## src/rtl/sipo_deser.sv

```systemverilog
// ----------------------------------------------------------------------------
// sipo_deser -- serial-in / parallel-out deserializer, MSB first.
//
// A frame is FRAME accepted bits (a bit is accepted on a rising C edge with
// EN=1 and R=0). The first accepted bit of a frame ends up in Q[WIDTH-1].
// When the last bit of a frame is accepted, the assembled word is copied to Q
// and VALID pulses for exactly one cycle. The next frame may start in that
// same VALID cycle, so back-to-back frames need no idle cycles.
//
// Optional feature (compile-time macro SIPO_PARITY_EN):
//   When it is defined, one even-parity bit follows the WIDTH data bits
//   (FRAME = WIDTH+1). PERR is raised together with VALID when the XOR of the
//   data bits and the parity bit is 1. Q is loaded whether or not PERR is set.
//   When it is not defined, FRAME = WIDTH and PERR is tied to 0.
//
// Parameters:
//   WIDTH  data bits per word, 2..16
//
// Ports:
//   C      clock, all state changes on the rising edge
//   R      synchronous active-high reset, has priority over EN
//   D      serial data bit
//   EN     D carries a valid bit this cycle
//   Q      last completed word (registered; held between VALID pulses)
//   VALID  one-cycle pulse when Q takes a new word
//   BCNT   number of bits accepted so far in the current frame
//   PERR   parity error, only meaningful with VALID (0 whenever VALID=0)
// ----------------------------------------------------------------------------
module sipo_deser #(
    parameter int WIDTH = 8
) (
    input  logic             C,
    input  logic             R,
    input  logic             D,
    input  logic             EN,
    output logic [WIDTH-1:0] Q,
    output logic             VALID,
    output logic [4:0]       BCNT,
    output logic             PERR
);

`ifdef SIPO_PARITY_EN
    localparam int FRAME = WIDTH + 1;
`else
    localparam int FRAME = WIDTH;
`endif

    // BCNT value just before the edge that completes a frame.
    localparam logic [4:0] LP_LAST = 5'(FRAME - 1);

    typedef enum logic [1:0] {
        S_IDLE  = 2'd0,
        S_SHIFT = 2'd1,
        S_LOAD  = 2'd2
    } state_t;

    state_t           r_state;
    state_t           w_state_nxt;
    logic [WIDTH-1:0] r_sh;
    logic [WIDTH-1:0] w_sh_nxt;
    logic [WIDTH-1:0] w_sh_shift;
    logic [WIDTH-1:0] r_q;
    logic [WIDTH-1:0] w_q_nxt;
    logic [4:0]       r_bcnt;
    logic [4:0]       w_bcnt_nxt;
    logic             r_valid;
    logic             w_valid_nxt;
    logic             w_last;

`ifdef SIPO_PARITY_EN
    logic             r_perr;
    logic             w_perr_nxt;
`endif

    // The internal shift register moves left, so after WIDTH shifts the first
    // bit sits in the MSB.
    assign w_sh_shift = {r_sh[WIDTH-2:0], D};

    // In IDLE and LOAD the count is 0, and FRAME >= 2, so this can only be
    // true while shifting.
    assign w_last = EN && (r_bcnt == LP_LAST);

    // ------------------------------------------------------------------------
    // Next-state / next-output logic
    // ------------------------------------------------------------------------
    always_comb begin
        w_state_nxt = r_state;
        w_sh_nxt    = r_sh;
        w_q_nxt     = r_q;
        w_bcnt_nxt  = r_bcnt;
        w_valid_nxt = 1'b0;
`ifdef SIPO_PARITY_EN
        w_perr_nxt  = 1'b0;
`endif

        case (r_state)
            // LOAD behaves like IDLE for the incoming bit: this is what lets
            // a new frame start in the same cycle VALID is high.
            S_IDLE, S_LOAD: begin
                if (EN) begin
                    w_state_nxt = S_SHIFT;
                    w_bcnt_nxt  = 5'd1;
                    // Stale contents are shifted out before the word is used.
                    w_sh_nxt    = w_sh_shift;
                end else begin
                    w_state_nxt = S_IDLE;
                end
            end

            S_SHIFT: begin
                if (w_last) begin
                    w_state_nxt = S_LOAD;
                    w_bcnt_nxt  = 5'd0;
                    w_valid_nxt = 1'b1;
`ifdef SIPO_PARITY_EN
                    // Data is already complete in r_sh; D is the parity bit.
                    w_q_nxt     = r_sh;
                    w_perr_nxt  = (^r_sh) ^ D;
`else
                    // The final data bit is still on D; load it directly.
                    w_q_nxt     = w_sh_shift;
`endif
                end else if (EN) begin
                    w_bcnt_nxt  = r_bcnt + 5'd1;
                    w_sh_nxt    = w_sh_shift;
                end
            end

            default: begin
                w_state_nxt = S_IDLE;
                w_bcnt_nxt  = 5'd0;
            end
        endcase
    end

    // ------------------------------------------------------------------------
    // State and output registers
    // ------------------------------------------------------------------------
    always_ff @(posedge C) begin
        if (R) begin
            r_state <= S_IDLE;
            r_sh    <= '0;
            r_q     <= '0;
            r_bcnt  <= 5'd0;
            r_valid <= 1'b0;
        end else begin
            r_state <= w_state_nxt;
            r_sh    <= w_sh_nxt;
            r_q     <= w_q_nxt;
            r_bcnt  <= w_bcnt_nxt;
            r_valid <= w_valid_nxt;
        end
    end

`ifdef SIPO_PARITY_EN
    always_ff @(posedge C) begin
        if (R) begin
            r_perr <= 1'b0;
        end else begin
            r_perr <= w_perr_nxt;
        end
    end

    assign PERR  = r_perr;
`else
    assign PERR  = 1'b0;
`endif

    assign Q     = r_q;
    assign VALID = r_valid;
    assign BCNT  = r_bcnt;

endmodule

```

## config.mk

```make
export PLATFORM = sky130hd
export DESIGN_NAME = sipo_deser
export DESIGN_NICKNAME = d
export VERILOG_FILES = /design/src/rtl/sipo_deser.sv
export SDC_FILE = /design/constraint.sdc
export NUM_CORES = 1
export LEC_CHECK = 0
export BUFFER_PORTS_ARGS = -buffer_cell sky130_fd_sc_hd__clkbuf_2
export CAP_MARGIN = 30
export CORE_MARGIN = 2
export CORE_UTILIZATION = 49
export DETAILED_ROUTE_END_ITERATION = 12
export PLACE_DENSITY = 0.78
export RECOVER_POWER = 25
export SYNTH_ARGS = -nofsm -noshare
export SYNTH_HDL_FRONTEND = slang
export SYNTH_SLANG_ARGS = --single-unit
```

## constraint.sdc

```tcl
create_clock -name C -period 1.25 [get_ports C]
set_input_delay 0.125 -clock C [delete_from_list [all_inputs] [get_ports C]]
set_output_delay 0.125 -clock C [all_outputs]
set_load 0.05 [all_outputs]
```

Yosys cells after proc, flatten, opt, wreduce, memory -nomap -nowiden
Cells that the tools add are included.

Memories kept: 0. Bits of input ports: 4. ROM bits: 0. Memory bits (writable): 0. Register bits after elaboration: 24. Word-level logic and storage cells: 33. Bits in latches: 0. Output and inout bits: 15.

$mul: 0. Reduce and logical (&&, ||, !) cells: 8. Magnitude comparators: 0. Add/subtract/negate cells: 1. Equality and inequality tests: 7. Multiplexer cells: 11. Bitwise gates (word level): 1. Div/mod/pow operators: 0. Shift-type cells: 0.

Operator list (number): $mux 8 (2); $pmux 8 s2 (1); $mux 5 (3); $pmux 5 s2 (1); $ne 2x2->1 const B (3); $reduce_and 2->1 (3); $add 5x1->5 const B (1); $eq 5x3->1 const B (1); $pmux 2 s2 (1); $reduce_or 2->1 (2); $ne 3x3->1 const B (1); $eq 2x1->1 const B (1); $eq 2x2->1 const B (1); $logic_not 2->1 (1); $mux 1 (2); $mux 2 (1); $reduce_bool 2->1 (1); $logic_and 1x1->1 (1); $not 1->1 (1).

Longest topological paths before layout
Gate-level depths: netlist of the first run.

Depth after elaboration: 4. Mapped depth: 6. Depth with buffers taken out: 4.

Worst setup path after synthesis of the first run
Ideal clock, no wire load.

Kind: flip-flop to flip-flop. Start point: register r_bcnt[0], in the netlist BCNT[0]. End point: register r_q[0], in the netlist Q[0]. Path buffers: 2. Required time: 1.178 ns. Library setup time: 0.072 ns. Clock period less this slack: 1.768 ns. Cell stages (with the launch flop): 7. Setup slack: -0.518 ns. Arrival time: 1.697 ns. Cells stage by stage: dfxtp_1 > ha_1 > and4bb_1 > buf_4 > and2_4 > buf_6 > mux2i_1.

Cells in the longest elaborated chain, start to end: 3.

RTL lines: start: declaration (line 64) `logic [4:0] r_bcnt;`; start signal: assignment (line 150) `r_bcnt <= w_bcnt_nxt;`; $eq 5x3->1 (line 81) `assign w_last = EN && (r_bcnt == LP_LAST);`; $logic_and 1x1->1 (line 81); $reduce_and 2->1 (no source line); end signal: assignment (line 149) `r_q <= w_q_nxt;`; end: declaration (line 62) `logic [WIDTH-1:0] r_q;`.

No other way between the ends. A chain may end at the register's enable or synchronous reset.

Worst setup path after layout of the first run
Start point: register r_bcnt[1], in the netlist BCNT[1]. End point: register r_sh[0].

Cells in the longest elaborated chain, start to end: 4.

RTL lines: $eq 5x3->1 (line 81); $logic_and 1x1->1 (line 81); $ne 2x2->1 (no source line); $reduce_and 2->1 (no source line); end signal: assignment (line 148) `r_sh <= w_sh_nxt;`; end: declaration (line 59) `logic [WIDTH-1:0] r_sh;`.

No other way between the ends.

==> results by group, run 1 <==
Global route
  • Overflow after GRT: 0
  • Antenna violations before repair: 0
  • Largest net degree at the start of global routing: 30
  • Number of global-route vias before repair: around 1.1k
  • Total global-route track usage: between 20% and 30%
  • First-pass GRT wire length: roughly 4.8 mm

Synth
  • Synth Instances: approximately 140
  • Unique masters post-synth: 32
  • Post-synth net total: 146
  • Syn Area/Cell: 8.528 sq um
  • Synth Warn #: 0
  • Register area share after synthesis: 38.29%
  • Post-Syn Area: between 1000 and 1500 sq um
  • FF+latch count, synth: 23

Finish
  • Commonest non-fill, non-tap cell in the layout: nand3_1
  • Share of cells above drive strength 1: roughly 31%
  • Multi-input gate area: roughly 730 sq um
  • # fillers: between 200 and 250
  • Final net count: 167
  • Area Growth Syn to Fin: 22.06%
  • Register area: roughly 470 sq um
  • Most frequent cells in the layout: nand3_1 (21), dfxtp_1 (17), clkbuf_2 (16)
  • Number of diodes: 0

Placed design
  • Port bufs: 17
  • Dpl ws: -9.543 ps
  • Routability cong.: around 0.83
  • Detailed Place HPWL: about 1.9 mm

Worst setup path
  • CP Launch Type: flip-flop
  • Crit. End Element: flip-flop
  • Worst path required time: between 1000 and 1500 ps
  • Setup CP Type: reg2reg
  • Flop-to-flop setup slack: -20 ps
  • Worst r2r dst: r_sh[0]$_SDFFE_PP0P_
  • CP arrival: ~1500 ps
  • R2r startpoint: BCNT[1]$_SDFFE_PP0P_
  • R2R cell count: 5
  • Crit path max fanout: 8

Routing
  • WL final: 2.831 mm
  • Post-route ant nets: 0
  • DRC: 0
  • Routed WL per cell: between 10 and 15 um
  • 1st-pass router iterations: 4
  • Initial detailed-routing violation count: 36
  • Vias/cell: 5.825
  • Vias: between 1k and 1.5k

Floorplanning
  • Core area: 2276 sq um
  • Cell Rows: 17
  • Chip height: 53.54 um
  • Initial core utilization: a little over half
  • Num ports: 19
  • Die width: about 54 um
  • Die ar.: roughly 2900 sq um

Timing
  • Final hold vios: 0
  • RSZ-0062 raised after global routing: yes
  • Max Clk Rate: slightly below 800 MHz
  • Final period util: 101.9%
  • Clk_skew: 8.641 ps
  • Max Transition Viols Final: 0
  • Period minus WS final: roughly 1300 ps
  • Max_slew headroom: approximately three fifths
  • Setup violators final: 1
  • Setup WS post-layout: -23.45 ps
  • Slew @ Worst Pin: 564.4 ps

Clocking
  • H-tree depth: 1
  • CTS root buffer: clkbuf_4
  • Clk buf depth: 2
  • Cts bufs inserted: 3
  • Cts hold-fix bufs: 0
  • Worst-path clk slew: approximately 110 ps
  • CTS tree: built
  • Post-CTS setup buffer count: 0
  • Clock sink count: 23
  • Clock latency on the worst-skew pair: roughly 320 ps

Power
  • Leakage power: between 0.5 and 0.6 nW
  • Maximum vdd ir drop: roughly 650 uV
  • Cell area power density: between 800 and 900 nW/um^2
  • Power, Total: 1.285 mW

Worst hold path
  • Hold Path Stages: 3
  • Worst Hold Class: in2reg
  • HP Start: D
  • Worst Hold Path EP: Q[0]$_SDFFE_PP0P_

Job
  • Max Cap Viol: 0

Status
  • Violated checks: setup timing
  • Status: finished with violations
==> sequential cells by signal (all words and copies together), names as in the netlist <==
signal	count
Q	8
VALID	1
r_sh	7
r_state	2
BCNT	5
==> cells in the mapped netlist <==
library cell / n / share of area [%]
o21a_1: 1 / 0.62
nand2_1: 1 / 0.31
and3b_1: 2 / 1.5
a31oi_1: 7 / 3.6
a32oi_1: 1 / 0.73
nand3b_1: 6 / 3.7
nand4_1: 3 / 1.6
ha_1: 1 / 1.0
dfxtp_1: 23 / 38
o22ai_1: 1 / 0.52
nor3_1: 2 / 0.83
clkbuf_1: 6 / 1.9
nand2b_1: 12 / 6.2
o211ai_1: 1 / 0.62
conb_1: 1 / 0.31
o21ai_1: 9 / 3.7
nand4bb_1: 1 / 0.94
a21oi_1: 5 / 2.1
nand3_1: 21 / 8.7
buf_4: 2 / 1.2
nor2b_1: 13 / 6.8
nor2_1: 2 / 0.62
a21o_1: 1 / 0.62
and4bb_1: 1 / 1.0
buf_6: 2 / 1.9
o311ai_1: 1 / 0.73
and2_4: 1 / 0.73
nor4bb_1: 7 / 5.8
o21ai_0: 1 / 0.42
mux2i_1: 1 / 0.83
buf_2: 4 / 1.7
inv_1: 1 / 0.31
==> area by class of cell <==
| type | count | share of cell area [%] |
|---|---|---|
| inverters | 1 | 0.2558 |
| multi-input cells | 104 | 49.96 |
| clock buffers | 3 | 1.535 |
| flip-flops and latches | 23 | 32.23 |
| clock inverters | 1 | 0.3410 |
| repair buffers | 29 | 13.30 |
| well taps | 28 | 2.387 |
==> routing by layer <==
layer / track usage (%) / up-vias / wire length [um]
li1: - / 554 / -
met1: 30.82 / 511 / 1330
met2: 34.57 / 34 / 1332
met3: 6.667 / 2 / 153
met4: 8.974 / 0 / 14
met5: 0 / - / 0
==> worst max-delay path, stage by stage (launching register included) <==
cell and delay [ps]:
dfxtp_4 370, ha_4 160, and4bb_4 210, buf_8 150, a31oi_4 170, o311ai_1 100
==> cells by family after synthesis <==
logic type,synth area share [%]
buffers and inverters,6.971
flip-flops,38.29
AO/OA/AOI/OAI,13.74
other,0.3119
multiplexers,0.8325
adder cells (fa/ha/maj),1.040
AND/OR/NAND/NOR,38.81
==> power by group <==
group	leakage [nW]	internal, mW	switching, mW
Sequential	0.190	0.747	0.00990
Clock	0.0177	0.120	0.221
Combinational	0.366	0.0758	0.112
Total	0.574	0.942	0.342
==> per-stage QoR <==
step           instances  area [sq um]  setup TNS [ps]  hold WS [ps]  util [%]
2_1_floorplan        141          1227           -1495         306.1         -
3_3_place_gp         183          1361               0         429.3     59.81
3_5_place_dp         183          1361          -21.52         427.6     59.81
4_1_cts              189          1405          -54.27         109.9     61.74
5_1_grt              189          1468          -332.1         93.44     64.49
6_report             189          1468          -23.45         109.2     64.49
==> how the worst max path moves through the flow <==
stage	slack (ps)	endpoint	from
2_1_floorplan	-140	VALID$_SDFF_PP0_	BCNT[1]$_SDFFE_PP0P_
3_3_place_gp	20	r_sh[0]$_SDFFE_PP0P_	BCNT[1]$_SDFFE_PP0P_
3_5_place_dp	-10	r_sh[0]$_SDFFE_PP0P_	BCNT[0]$_SDFFE_PP0P_
4_1_cts	-20	r_sh[2]$_SDFFE_PP0P_	BCNT[0]$_SDFFE_PP0P_
5_1_grt	-70	r_sh[0]$_SDFFE_PP0P_	BCNT[0]$_SDFFE_PP0P_
6_report	-20	r_sh[0]$_SDFFE_PP0P_	BCNT[1]$_SDFFE_PP0P_
==> what timing repair did <==
item / CTS / global route
gates cloned: 2 / 0
setup endpoints to repair: 6 / 20
resized for setup: 2 / 12
pin swaps: 1 / 1
Note: power is estimated with default switching activity, not from simulation.
==> run 2: changes to the inputs <==
- ABC_AREA: default -> 1
- CORE_UTILIZATION: 49 -> 47
- PLACE_DENSITY: 0.78 -> 0.77
==> run 2 against run 1 <==
The run still ends with setup timing left. Via count is 17% lower. Core utilization is 1.8 points lower. Final area is 14% lower. Wire length is 23% lower. Area after synthesis is 16% lower. First-iteration DRC count is 56% lower. Synthesized cell count is 7.1% lower. Largest power group unchanged. Highest routed layer unchanged. Critical endpoint is now Q[5]$_SDFFE_PP0P_. Global-route usage is 5.2 points lower.
==> results by group, run 2 <==
Status
  • Status: finished with violations
  • Violated checks: setup timing

Placed design
  • Dpl ws: -28.48 ps (-18.93 ps)
  • Routability cong.: 0.7480 (-9.8%)
  • Area after DPL: 1169 sq um (-14%)
  • Port bufs: 17 (unchanged)
  • Placed cells: 177 (-3.3%)
  • Detailed Place HPWL: 1.501 mm (-20%)

Timing
  • RSZ-0062 raised after global routing: yes
  • Max Transition Viols Final: 0 (unchanged)
  • Period minus WS final: 1274 ps (+0.4748 ps)
  • Clk_skew: 7.548 ps (-1.093 ps)
  • Setup violators final: 3 (+2)
  • Final hold vios: 0 (unchanged)
  • Min Hold Slack: 107.6 ps (-1.579 ps)
  • Setup WS post-layout: -23.92 ps (-0.4748 ps)
  • Final period util: 101.9% (about the same)
  • Max Clk Rate: 785.0 MHz (about the same)

Job
  • Max Cap Viol: 0 (unchanged)

Clocking
  • Cts bufs inserted: 3 (unchanged)
  • Clock latency on the worst-skew pair: 300 ps (-20 ps)
  • H-tree depth: 1 (unchanged)
  • CTS tree: built
  • Clk buf depth: 2 (unchanged)
  • Cts hold-fix bufs: 0 (unchanged)
  • CTS root buffer: clkbuf_4
  • Worst-path clk slew: 120 ps (about the same)
  • Clock sink count: 23 (unchanged)

Finish
  • Non-filler cells, final: 182 (-3.7%)
  • Most frequent cells in the layout: nand2_1 (24), dfxtp_1 (18), clkbuf_2 (17)
  • # fillers: 181 (-13%)
  • Commonest non-fill, non-tap cell in the layout: nand2_1
  • Number of diodes: 0 (unchanged)
  • Area Growth Syn to Fin: 23.67%
  • Share of cells above drive strength 1: 34.19% (+3.1 points)
  • Final net count: 161 (-3.6%)
  • Final instance area: 1255 sq um (-14%)
  • Max reg flops: 8 (unchanged)

Global route
  • Overflow after GRT: 0 (unchanged)
  • Total global-route track usage: 17.78% (-5.2 points)
  • First-pass GRT wire length: 3.456 mm (-28%)
  • Number of global-route vias before repair: 828 (-22%)
  • Antenna violations before repair: 0 (unchanged)
  • Largest net degree at the start of global routing: 25 (-17%)

Power
  • Leakage power: 0.5371 nW (-6.4%)
  • Power, Total: 1.455 mW (+13%)
  • Cell area power density: 1159 nW/um^2 (+32%)
  • Maximum vdd ir drop: 968.1 uV (+48%)

Synth
  • Post-synth EDFFs: 0 (unchanged)
  • Synth Instances: 131 (-7.1%)
  • Top cells by area, synth: dfxtp_1 (45%), a21oi_1 (11%), nand2_1 (8.9%)
  • Post-synth ARST share: 0% (unchanged)
  • Share of the synthesized area in the top cell type: 45.38% (+7.1 points)
  • Synth top cells by count: nand2_1 (24), dfxtp_1 (23), a21oi_1 (22)
  • Top-count cell post-synth: nand2_1
  • Post-synth net total: 136 (-6.8%)
  • Synth Warn #: 0 (unchanged)
  • Ys flop type: dfxtp_1
  • Syn Area/Cell: 7.746 sq um (-9.2%)
  • Top cell type by total area after synthesis: dfxtp_1
  • Unique masters post-synth: 22 (-31%)
  • Post-Syn Area: 1015 sq um (-16%)
  • Register area share after synthesis: 45.38% (+7.1 points)
  • FF+latch count, synth: 23 (unchanged)

Floorplanning
  • Num ports: 19 (unchanged)
  • Core area: 2002 sq um (-12%)
  • Cell Rows: 16 (-1)
  • Chip height: 50.47 um (-5.7%)
  • Initial core utilization: 50.69% (-2.1 points)
  • Die ar.: 2547 sq um (-11%)
  • Die width: 50.47 um (-5.7%)

Worst setup path
  • Setup CP Type: reg2reg
  • CP arrival: 1510 ps (+40 ps)
  • CP Launch Type: flip-flop
  • Worst path required time: 1480 ps (+30 ps)
  • Crit path max fanout: 10 (+2)
  • Crit. End Element: flip-flop

Routing
  • DRC: 0 (unchanged)
  • Post-route ant nets: 0 (unchanged)
  • Vias/cell: 5.022 (-14%)
  • 1st-pass router iterations: 4 (unchanged)
  • Routed WL per cell: 12.01 um (-20%)
  • WL final: 2.186 mm (-23%)
  • Initial detailed-routing violation count: 16 (-56%)
  • Vias: 914 (-17%)

Worst hold path
  • Worst Hold Class: in2reg
run 2: cell types whose count changed in the layout (fill, tap and decap cells not counted), moves of 9 or more:
cell      change
o21ai_1       -9
a21oi_1      +11
nor2_1       +10
inv_1         +9
nand2b_1     -11
nor2b_1      -13
nand2_1      +23
run 2: logic make-up after synthesis:
group                    Yosys count  synth area share, %
AO/OA/AOI/OAI                     23                11.59
XOR/XNOR                           1               0.8633
adder cells (fa/ha/maj)            1                1.233
buffers and inverters             19                9.987
flip-flops                        23                45.38
other                              1               0.3696
AND/OR/NAND/NOR                   63                30.58
run 2: through the flow:
stage | util (%) | TNS, ps
6_report | 62.69 | -47.81
5_1_grt | 62.69 | -1577
4_1_cts | 60.69 | -20.06
3_5_place_dp | 58.38 | -154.8
3_3_place_gp | 58.38 | 0
2_1_floorplan | - | -1594
run 2: worst paths after layout:
| kind | from | end | slack, ps | depth (start not counted) |
|---|---|---|---|---|
| max | BCNT[1]$_SDFFE_PP0P_ | Q[5]$_SDFFE_PP0P_ | -20 | 8 |
| min | EN | r_state[0]$_SDFFE_PP0P_ | 110 | 3 |
| max reg2reg | BCNT[1]$_SDFFE_PP0P_ | Q[5]$_SDFFE_PP0P_ | -20 | 8 |
| min reg2reg | Q[2]$_SDFFE_PP0P_ | Q[2]$_SDFFE_PP0P_ | 470 | 2 |
run 2: critical path: stages, from the launching register on:
cell and delay [ps]:
dfxtp_4 370, ha_4 130, nand2_2 60, nor2_2 90, nand2_2 80, nand2_4 90
buf_6 140, nand3_1 100, a21oi_1 140
run 2: area by class of cell:
type | instances | area [sq um] | area share (%)
Tap cell | 27 | 33.78 | 2.692
Timing Repair Buffer | 27 | 176.4 | 14.06
Inverter | 12 | 45.04 | 3.589
Sequential cell | 23 | 471.7 | 37.59
Multi-Input combinational cell | 89 | 501.7 | 39.98
Clock buffer | 4 | 26.28 | 2.094
run 2: power by group:
part | switching, mW | internal [mW]
clock network | 0.205 | 0.124
registers | 0.0323 | 0.772
logic | 0.209 | 0.113
total | 0.446 | 1.01
run 2: metal layers:
metal / global-route usage [%] / part of all wire, %
met1: 21.64 / 44
met2: 30.48 / 52
met3: 2.679 / 2.6
met4: 8.559 / 2.1
met5: 0 / 0
run 2: repair_timing:
item                       in CTS  in global routing
setup buffers                   0                  1
setup endpoints to repair      11                 18
resized for setup               4                  6
pin swaps                       2                  0
==> run 3: changes to the inputs <==
- SETUP_SLACK_MARGIN: default -> 0.2
==> run 3 against run 2 <==
The run still ends with setup timing left. Global-route usage is 1.4 points higher. Critical endpoint is now Q[6]$_SDFFE_PP0P_. First-iteration DRC count did not move. Register-to-register slack worse by 50 ps. Wire length increased by 19%. Hold slack lost 53 ps. Final cell count rose by 2.7%. Sequential share of layout area decreased by 5.1 points. Sequential cell count is the same. Fmax down 3.5%. Via count grew 7.9%.
==> results by group, run 3 (synthesis gave the netlist of run 2 again) <==
Status
  • Status: finished with violations
  • Violated checks: setup timing

Routing
  • Initial detailed-routing violation count: 16 (unchanged)
  • 1st-pass router iterations: 4 (unchanged)
  • Vias: 986 (+7.9%)
  • Post-route ant nets: 0 (unchanged)
  • DRC: 0 (unchanged)
  • WL final: 2.611 mm (+19%)
  • Vias/cell: 5.273 (+5.0%)
  • Routed WL per cell: 13.96 um (+16%)

Finish
  • Most frequent cells in the layout: nand2_1 (23), dfxtp_1 (16), nor2_1 (12), a21oi_1 (12), buf_4 (12)
  • Commonest non-fill, non-tap cell in the layout: nand2_1
  • Register area: 476.7 sq um (+1.1%)
  • Final net count: 166 (+3.1%)
  • Share of cells above drive strength 1: 45.00% (+11 points)
  • Number of diodes: 0 (unchanged)
  • # fillers: 156 (-14%)
  • Multi-input gate area: 609.3 sq um (+21%)
  • Max reg flops: 8 (unchanged)
  • Final core occ: 73.38% (+11 points)
  • Area Growth Syn to Fin: 44.76%

Power
  • Seq pwr share: 52.2% (-3.1 points)
  • Cell area power density: 1052 nW/um^2 (-9.2%)
  • Sw frac: 32.46% (+1.8 points)
  • Combinational share of power: 25.7% (+3.6 points)
  • Maximum vdd ir drop: 891.0 uV (-8.0%)
  • Power Internal: 1.044 mW (+3.5%)
  • Leakage power: 0.6124 nW (+14%)
  • NetSw: 0.5018 mW (+12%)
  • Clock group share of total power: 22.1% (-0.5 points)

Timing
  • Period minus WS final: 1320 ps (+46.21 ps)
  • Max Clk Rate: 757.5 MHz (-3.5%)
  • Min Hold Slack: 54.57 ps (-53.08 ps)
  • Setup WS post-layout: -70.14 ps (-46.21 ps)
  • Final hold vios: 0 (unchanged)
  • RSZ-0062 raised after global routing: yes
  • Setup violators final: 16 (+13)
  • Final period util: 105.6% (+3.7 points)
  • Max Transition Viols Final: 0 (unchanged)
  • Clk_skew: 7.742 ps (+0.1941 ps)

Worst setup path
  • Worst path required time: 1510 ps (+30 ps)
  • Crit. End Element: flip-flop
  • Setup CP Type: reg2reg
  • CP arrival: 1580 ps (+70 ps)
  • CP Launch Type: flip-flop
  • Crit path max fanout: 5 (-5)

Floorplanning
  • Core area: 2002 sq um (unchanged)
  • Die ar.: 2547 sq um (unchanged)
  • Initial core utilization: 50.69% (unchanged)
  • Num ports: 19 (unchanged)
  • Chip height: 50.47 um (unchanged)
  • Die width: 50.47 um (unchanged)
  • Cell Rows: 16 (unchanged)

Clocking
  • Worst-path clk slew: 120 ps (about the same)
  • Clock sink count: 23 (unchanged)
  • Clk buf depth: 2 (unchanged)
  • Cts hold-fix bufs: 0 (unchanged)
  • CTS tree: built
  • Clock latency on the worst-skew pair: 310 ps (about the same)
  • Cts bufs inserted: 3 (unchanged)
  • CTS root buffer: clkbuf_4
  • H-tree depth: 1 (unchanged)

Placed design
  • Port bufs: 17 (unchanged)
  • Routability cong.: 0.7368 (-1.5%)
  • Detailed Place HPWL: 1.489 mm (-0.85%)

Global route
  • Number of global-route vias before repair: 866 (+4.6%)
  • Overflow after GRT: 0 (unchanged)
  • First-pass GRT wire length: 3.698 mm (+7.0%)
  • Total global-route track usage: 19.15% (+1.4 points)
  • Antenna violations before repair: 0 (unchanged)
  • Largest net degree at the start of global routing: 25 (unchanged)

Job
  • Max Cap Viol: 0 (unchanged)

Worst hold path
  • Worst Hold Class: in2reg
## run 3: changes by cell type in the layout (fill, tap and decap cells not counted), sizes merged
cell / before / now
buf: 10 / 19
nand2: 28 / 30
clkbuf: 21 / 15
## run 3: power groups by stage
stage	Sequential [mW]	Clock, mW	Combinational, mW
after floorplan	0.866	0	0.180
after global placement	0.815	0	0.275
after global routing	0.813	0.386	0.427
after CTS	0.803	0.342	0.329
after detailed placement	0.819	0	0.282
final	0.807	0.341	0.397
## run 3: cell type report
cell class | count | share of cell area [%]
clock buffers | 4 | 1.789
inverters | 12 | 3.066
multi-input cells | 91 | 41.48
flip-flops and latches | 23 | 32.45
well taps | 27 | 2.300
repair buffers | 30 | 18.91
## run 3: worst max-delay path, stage by stage, from the launching register on
cell and delay, ps:
dfxtp_4 380, ha_4 150, nand2_4 50, nor2_4 120
nand2_4 80, nand2_8 130, buf_6 150, nand3_2 80
a21oi_2 120
## run 3: what timing repair did
action | 4_1_cts | 5_1_grt
hold endpoints to repair | 0 | 0
setup buffers | 2 | 1
setup endpoints to repair | 36 | 37
pin swaps | 0 | 17
resized for setup | 23 | 42
cloned | 0 | 3
## run 3: path summary, 6_finish.rpt
| path | from | end | slack, ps | cells after the start |
|---|---|---|---|---|
| min | D | Q[0]$_SDFFE_PP0P_ | 50 | 3 |
| max | BCNT[0]$_SDFFE_PP0P_ | Q[6]$_SDFFE_PP0P_ | -70 | 8 |
| max reg2reg | BCNT[0]$_SDFFE_PP0P_ | Q[6]$_SDFFE_PP0P_ | -70 | 8 |
| min reg2reg | Q[7]$_SDFFE_PP0P_ | Q[7]$_SDFFE_PP0P_ | 470 | 2 |
## run 3: through the flow
stage	std cells	total power [mW]	setup slack, ps	setup TNS [ps]	area (sq um)
2_1_floorplan	131	1.046	-131.4	-1594	1039
3_3_place_gp	177	1.091	2.432	0	1169
3_5_place_dp	177	1.101	-54.05	-229.7	1169
4_1_cts	183	1.474	-13.15	-44.96	1313
5_1_grt	187	1.626	-129.8	-1720	1469
6_report	187	1.546	-70.14	-708.2	1469
## run 3: per-layer routing
layer / track usage [%] / wire length [um] / share of wire [%] / vias to the layer above
li1: - / - / - / 487
met1: 21.42 / 966 / 37 / 458
met2: 34.65 / 1439 / 55 / 35
met3: 4.762 / 147 / 5.6 / 6
met4: 7.207 / 57 / 2.2 / 0
met5: 0 / 0 / 0 / -
